`config.mk`:
```
export PLATFORM = sky130hd
export DESIGN_NAME = core_inst_seq
export DESIGN_NICKNAME = d
export VERILOG_FILES = /design/src/rtl/core_inst_seq.sv
export SDC_FILE = /design/constraint.sdc
export NUM_CORES = 1
export LEC_CHECK = 0
export ABC_CLOCK_PERIOD_IN_PS = 7000
export CAP_MARGIN = 10
export CORE_MARGIN = 1.5
export CORE_UTILIZATION = 50
export DETAILED_ROUTE_END_ITERATION = 8
export GPL_TIMING_DRIVEN = 0
export MAX_ROUTING_LAYER = met4
export PLACE_DENSITY = 0.72
export SKIP_LAST_GASP = 1
export SLEW_MARGIN = 20
export SYNTH_ARGS = -nofsm -noshare
export SYNTH_HDL_FRONTEND = slang
export SYNTH_SLANG_ARGS = --single-unit
```
`constraint.sdc`:
```
create_clock -name clk_i -period 7 [get_ports clk_i]
set_input_delay 1.4 -clock clk_i [delete_from_list [all_inputs] [get_ports clk_i]]
set_output_delay 1.4 -clock clk_i [all_outputs]
set_load 0.01 [all_outputs]
```
`src/rtl/core_inst_seq.sv`:
```
// core_inst_seq: produces the 35-bit instruction word that drives the core.
// One word is produced per clock. A tile runs in weight-stationary (WS) or
// output-stationary (OS) order: kernel load, activation load, execute, then
// drain to pmem. Every output is registered, so the word for a state appears
// on inst_o one cycle after the FSM enters that state.
module core_inst_seq #(
  parameter int row    = 8,
  parameter int col    = 8,
  parameter int ADDR_W = 11,
  parameter int CNT_W  = 11
) (
  input  logic                  clk_i,
  input  logic                  rst_ni,
  input  logic                  start_i,
  input  logic                  mode_in_i,
  input  logic                  acc_en_i,
  input  logic [CNT_W-1:0]      num_t_i,
  input  logic [ADDR_W-1:0]     w_base_i,
  input  logic [ADDR_W-1:0]     x_base_i,
  input  logic [ADDR_W-1:0]     p_base_i,
  input  logic                  ofifo_valid_i,
  output logic [2*ADDR_W+12:0]  inst_o,
  output logic                  busy_o,
  output logic                  done_o
);

  localparam int CW = CNT_W + 2;
  localparam int IW = 2 * ADDR_W + 13;
  localparam logic [IW-1:0] IDLE_WORD =
    {2'b00, 2'b11, {ADDR_W{1'b0}}, 2'b11, {ADDR_W{1'b0}}, 7'b0};

  typedef enum logic [2:0] {
    S_IDLE, S_WLD, S_WFL, S_XLD, S_OLD, S_EXE, S_DRN, S_FIN
  } state_e;

  state_e             state_q, state_d;
  logic [CW-1:0]      cnt_q, cnt_d;
  logic [CNT_W-1:0]   outIdx_q, outIdx_d;
  logic [1:0]         phase_q, phase_d;
  logic               mode_q, mode_d;
  logic               acc_q, acc_d;
  logic [CNT_W-1:0]   numT_q, numT_d;
  logic [ADDR_W-1:0]  wBase_q, wBase_d;
  logic [ADDR_W-1:0]  xBase_q, xBase_d;
  logic [ADDR_W-1:0]  pBase_q, pBase_d;
  logic [IW-1:0]      inst_q, inst_d;
  logic               busy_q, busy_d;
  logic               done_q, done_d;

  logic               accBit, pmemRd, pmemWr, xmemRd;
  logic               ofifoRd, ififoWr, ififoRd, l0Rd, l0Wr, exec, load;
  logic [ADDR_W-1:0]  pAddr, xAddr, pAddrOut, xAddrOut;
  logic [CW-1:0]      tExt, exeLast;
  logic [CNT_W-1:0]   drainLast;

  assign tExt      = CW'(numT_q);
  assign exeLast   = mode_q ? (tExt + CW'(row + col - 1)) : (tExt - CW'(1));
  assign drainLast = mode_q ? CNT_W'(row - 1) : (numT_q - CNT_W'(1));

  // Next-state, counters and the control fields of the next instruction word.
  always_comb begin
    state_d  = state_q;
    cnt_d    = cnt_q + CW'(1);
    outIdx_d = outIdx_q;
    phase_d  = phase_q;
    mode_d   = mode_q;
    acc_d    = acc_q;
    numT_d   = numT_q;
    wBase_d  = wBase_q;
    xBase_d  = xBase_q;
    pBase_d  = pBase_q;
    accBit   = 1'b0;
    pmemRd   = 1'b0;
    pmemWr   = 1'b0;
    xmemRd   = 1'b0;
    ofifoRd  = 1'b0;
    ififoWr  = 1'b0;
    ififoRd  = 1'b0;
    l0Rd     = 1'b0;
    l0Wr     = 1'b0;
    exec     = 1'b0;
    load     = 1'b0;
    pAddr    = pBase_q + ADDR_W'(outIdx_q);
    xAddr    = '0;

    case (state_q)
      S_IDLE: begin
        cnt_d = '0;
        if (start_i) begin
          mode_d   = mode_in_i;
          acc_d    = acc_en_i & ~mode_in_i;
          numT_d   = (num_t_i == '0) ? CNT_W'(1) : num_t_i;
          wBase_d  = w_base_i;
          xBase_d  = x_base_i;
          pBase_d  = p_base_i;
          outIdx_d = '0;
          phase_d  = '0;
          state_d  = mode_in_i ? S_OLD : S_WLD;
        end
      end
      S_WLD: begin
        xmemRd = (cnt_q < CW'(row));
        xAddr  = wBase_q + ADDR_W'(cnt_q);
        l0Wr   = (cnt_q != '0);
        if (cnt_q == CW'(row)) begin
          state_d = S_WFL;
          cnt_d   = '0;
        end
      end
      S_WFL: begin
        l0Rd = 1'b1;
        load = 1'b1;
        if (cnt_q == CW'(row + col - 1)) begin
          state_d = S_XLD;
          cnt_d   = '0;
        end
      end
      S_XLD: begin
        xmemRd = (cnt_q < tExt);
        xAddr  = xBase_q + ADDR_W'(cnt_q);
        l0Wr   = (cnt_q != '0);
        if (cnt_q == tExt) begin
          state_d = S_EXE;
          cnt_d   = '0;
        end
      end
      S_OLD: begin
        xmemRd  = (cnt_q < (tExt << 1));
        xAddr   = (cnt_q[0] ? wBase_q : xBase_q) + ADDR_W'(cnt_q >> 1);
        l0Wr    = (cnt_q != '0) && cnt_q[0];
        ififoWr = (cnt_q != '0) && !cnt_q[0];
        if (cnt_q == (tExt << 1)) begin
          state_d = S_EXE;
          cnt_d   = '0;
        end
      end
      S_EXE: begin
        l0Rd    = 1'b1;
        exec    = 1'b1;
        ififoRd = mode_q && (cnt_q < tExt);
        if (cnt_q == exeLast) begin
          state_d  = S_DRN;
          cnt_d    = '0;
          outIdx_d = '0;
          phase_d  = '0;
        end
      end
      S_DRN: begin
        accBit = acc_q;
        cnt_d  = cnt_q;
        if (acc_q) begin
          case (phase_q)
            2'd0: begin
              if (ofifo_valid_i) begin
                pmemRd  = 1'b1;
                phase_d = 2'd1;
              end
            end
            2'd1: begin
              if (ofifo_valid_i) begin
                ofifoRd = 1'b1;
                phase_d = 2'd2;
              end
            end
            default: begin
              pmemWr   = 1'b1;
              phase_d  = 2'd0;
              outIdx_d = outIdx_q + CNT_W'(1);
              if (outIdx_q == drainLast) state_d = S_FIN;
            end
          endcase
        end else if (phase_q == 2'd0) begin
          if (ofifo_valid_i) begin
            ofifoRd = 1'b1;
            phase_d = 2'd1;
          end
        end else begin
          pmemWr   = 1'b1;
          phase_d  = 2'd0;
          outIdx_d = outIdx_q + CNT_W'(1);
          if (outIdx_q == drainLast) state_d = S_FIN;
        end
      end
      S_FIN: begin
        state_d = S_IDLE;
        cnt_d   = '0;
      end
      default: begin
        state_d = S_IDLE;
        cnt_d   = '0;
      end
    endcase
  end

  // Pack the instruction word. Idle memory ports always present a zero address.
  always_comb begin
    pAddrOut = (pmemRd | pmemWr) ? pAddr : '0;
    xAddrOut = xmemRd ? xAddr : '0;
    inst_d   = {mode_d, accBit, ~(pmemRd | pmemWr), ~pmemWr, pAddrOut,
                ~xmemRd, 1'b1, xAddrOut,
                ofifoRd, ififoWr, ififoRd, l0Rd, l0Wr, exec, load};
    busy_d   = (state_q != S_FIN) && (state_d != S_IDLE);
    done_d   = (state_q == S_FIN);
  end

  // State, latched tile configuration and the registered outputs.
  always_ff @(posedge clk_i or negedge rst_ni) begin
    if (!rst_ni) begin
      state_q  <= S_IDLE;
      cnt_q    <= '0;
      outIdx_q <= '0;
      phase_q  <= '0;
      mode_q   <= 1'b0;
      acc_q    <= 1'b0;
      numT_q   <= CNT_W'(1);
      wBase_q  <= '0;
      xBase_q  <= '0;
      pBase_q  <= '0;
      inst_q   <= IDLE_WORD;
      busy_q   <= 1'b0;
      done_q   <= 1'b0;
    end else begin
      state_q  <= state_d;
      cnt_q    <= cnt_d;
      outIdx_q <= outIdx_d;
      phase_q  <= phase_d;
      mode_q   <= mode_d;
      acc_q    <= acc_d;
      numT_q   <= numT_d;
      wBase_q  <= wBase_d;
      xBase_q  <= xBase_d;
      pBase_q  <= pBase_d;
      inst_q   <= inst_d;
      busy_q   <= busy_d;
      done_q   <= done_d;
    end
  end

  assign inst_o = inst_q;
  assign busy_o = busy_q;
  assign done_o = done_q;

endmodule

```
==> impl_metrics.toml <==
[grt]
overflow = 0
grtUsageTotal_pct = 25.88
antenna_found_initial = 0
grt_pass1_vias = 6095
grt_pass1_wl_um = 31250
grt_max_degree = 71

[timing]
timing.final.ws_setup_ps = 2741
slew_violations = 0
setup_tns_ps = 0
finClkSkew_ps = 13.01
period_minus_slack_ps = 4259
worst_slew_pin_slew_ps = 907.2
period_share_pct = 60.85
hold_viol = 0
grt_setup_unrepaired = "false"
finalSetupViolCount = 0
relSlewSlack_pct = 39.36
max_freq_mhz = 234.8

[critical_path]
rrSetupSlack_ps = 2740
worstPathArrival_ps = 4530
path_max_fanout = 10
start_kind = "register"
path_class = "reg2reg"
required_ps = 7270
cp-end-kind = "register"

[floorplan]
rows = 44
initial_core_util_pct = 51.27
core_um2 = 14530
dieArea_um2 = 15650
ios = 87
die_w_um = 125.1
die_h_um = 125.1

[clock_tree]
clock_path_buffers = 2
numCtsBuffers = 9
hold_buffers = 0
cts_setup_buffers = 0
clk_pin_slew_ps = 70
cts_tree = "yes"
cts-root-buf = "clkbuf_16"
cts_resized = 0
htreeDepth = 3
cts.sink_count = 110
clk_latency_ps = 370

[layout]
layout-drive-gt1-share_pct = 10.42
final_cell_mix = "106 x dfrtp_1, 84 x clkdlybuf4s50_1, 66 x nor2_1"
areaGrowthSynthToFinish_pct = 18.92
final_common_cell = "dfrtp_1"
antenna_cells = 0
final_core_util_pct = 60.98
final_area_um2 = 8862
nets = 1006

[drt]
num_vias = 6371
drc = 0
first_iter_violations = 491
ant_nets = 0
first_pass_iters = 6
wl_per_cell_um = 17.82
avgViaCountPerCell = 5.866
wirelength_um = 19360

[placement]
place_area_um2 = 8562
place.gp.congestion = 0.9233
preCtsSetupSlack_ps = 2877
port_buffers = 85
dp_hpwl_um = 14440

[pwr]
p_sw_share_pct = 39.89
p_leak_nw = 3.968
p_comb_share_pct = 46.4
p_per_area_nw_per_um2 = 300.8
ir_worst_vdd_mv = 0.1596
power_frac_clock_pct = 20.0
p_switching_mw = 1.064
p_int_mw = 1.602
p_seq_share_pct = 33.6

[run_status]
status = "finished, final reports clean"

[synth]
synth_flop_cell = "dfrtp_1"
synthDistinctLibCells = 71
netlist_area_um2 = 7452
syn-num-nets = 909
synth_edf_count = 0
postSynthCellCount = 800
ys_ff_latch = 110
avgSynthCellArea_um2 = 9.315
ys_seq_area_share_pct = 37.00
yosysWarnings = 0
async_flop_share_pct = 100.0

[run]
max_cap_violations = 0

[hold_path]
hold_class = "reg2reg"
## synthesized netlist by cell type, drive strengths merged (9+ instances only)
| cell type | count | area (um^2) |
|---|---|---|
| a21o | 12 | 90.09 |
| a21oi | 45 | 232.7 |
| a22oi | 9 | 67.56 |
| a31oi | 21 | 131.4 |
| and3 | 14 | 87.58 |
| buf | 9 | 55.04 |
| clkbuf | 38 | 142.6 |
| dfrtp | 106 | 2653 |
| ha | 56 | 700.7 |
| inv | 35 | 131.4 |
| mux2 | 52 | 585.6 |
| nand2 | 58 | 217.7 |
| nand2b | 9 | 56.30 |
| nand3 | 17 | 85.08 |
| nand4 | 10 | 62.56 |
| nor2 | 66 | 247.7 |
| nor2b | 13 | 81.33 |
| nor3 | 22 | 115.1 |
| nor4 | 9 | 71.32 |
| o21ai | 51 | 255.2 |
| xnor2 | 42 | 367.9 |
| xor2 | 15 | 131.4 |
## routing by layer
metal  global-route usage, %  vias up  wire [um]
li1                        -     3052          -
met5                       -        -          0
met3                   3.637       29        974
met1                   36.16     3081       9311
met2                   39.25      209       8710
met4                   7.821        0        359
## stage by stage
step	cells	hold WS, ps	total power, mW
floorplan	800	484.9	1.754
global placement	1069	497.0	2.104
detailed placement	1070	506.9	2.122
CTS	1086	523.6	2.663
global route	1086	537.3	2.856
finish	1086	518.8	2.666
## cell families after synthesis
kind of cell	count (synthesis)	share of synthesized area, %
compound gates	176	14.93
xor+xnor	58	7.001
fa+ha+maj	59	10.21
buf+inv	82	4.416
flops	110	37.00
mux	59	8.798
other cells	1	0.05032
simple gates	255	17.60
## critical path, stage by stage, from the launching register on
cell      delay [ps]
dfrtp_1          320
clkbuf_1         280
nor2b_1          380
nand2_1          210
clkbuf_1         380
mux2_2           340
ha_1             160
inv_1             50
fa_1             410
nor2b_1          150
o21ai_0          120
a21boi_0         310
o21ai_0          170
a21oi_1          250
nand3_1          160
a211o_1          280
a31oi_1          180
## power by group through the flow
stage,Clock [mW],Combinational [mW],Sequential [mW]
3_5_place_dp,0,1.22,0.902
3_3_place_gp,0,1.20,0.901
2_1_floorplan,0,0.888,0.866
4_1_cts,0.541,1.23,0.892
6_report,0.533,1.24,0.896
5_1_grt,0.567,1.38,0.912
## sequential cells by signal, indices dropped and copies added (netlist names)
register / flops
busy_o: 1
phase_q: 2
state_q: 3
outIdx_q: 11
done_o: 1
acc_q: 1
wBase_q: 11
numT_q: 11
xBase_q: 11
inst_o: 34
pBase_q: 11
cnt_q: 13
## cell type report
cell class              instances  area, um^2
fillers                      1327        5672
multi-input cells             608        4365
flip-flops and latches        110        2758
repair buffers                 86       879.6
clock buffers                  11       242.7
well taps                     184       230.2
plain buffers                  47       197.7
inverters                      35       131.4
clock inverters                 5       57.56
## path summary, 6_finish.rpt
path                              end       start  cells past startpoint
setup / recovery           inst_o[17]  state_q[0]                     16
max in group asynchronous   numT_q[0]      rst_ni                      2
min in group asynchronous  xBase_q[8]      rst_ni                      1
hold reg to reg            pBase_q[3]  pBase_q[3]                      1
setup reg to reg           inst_o[17]  state_q[0]                     16
hold / removal             pBase_q[3]  pBase_q[3]                      1
No activity file was read; power rests on OpenSTA's default activity.
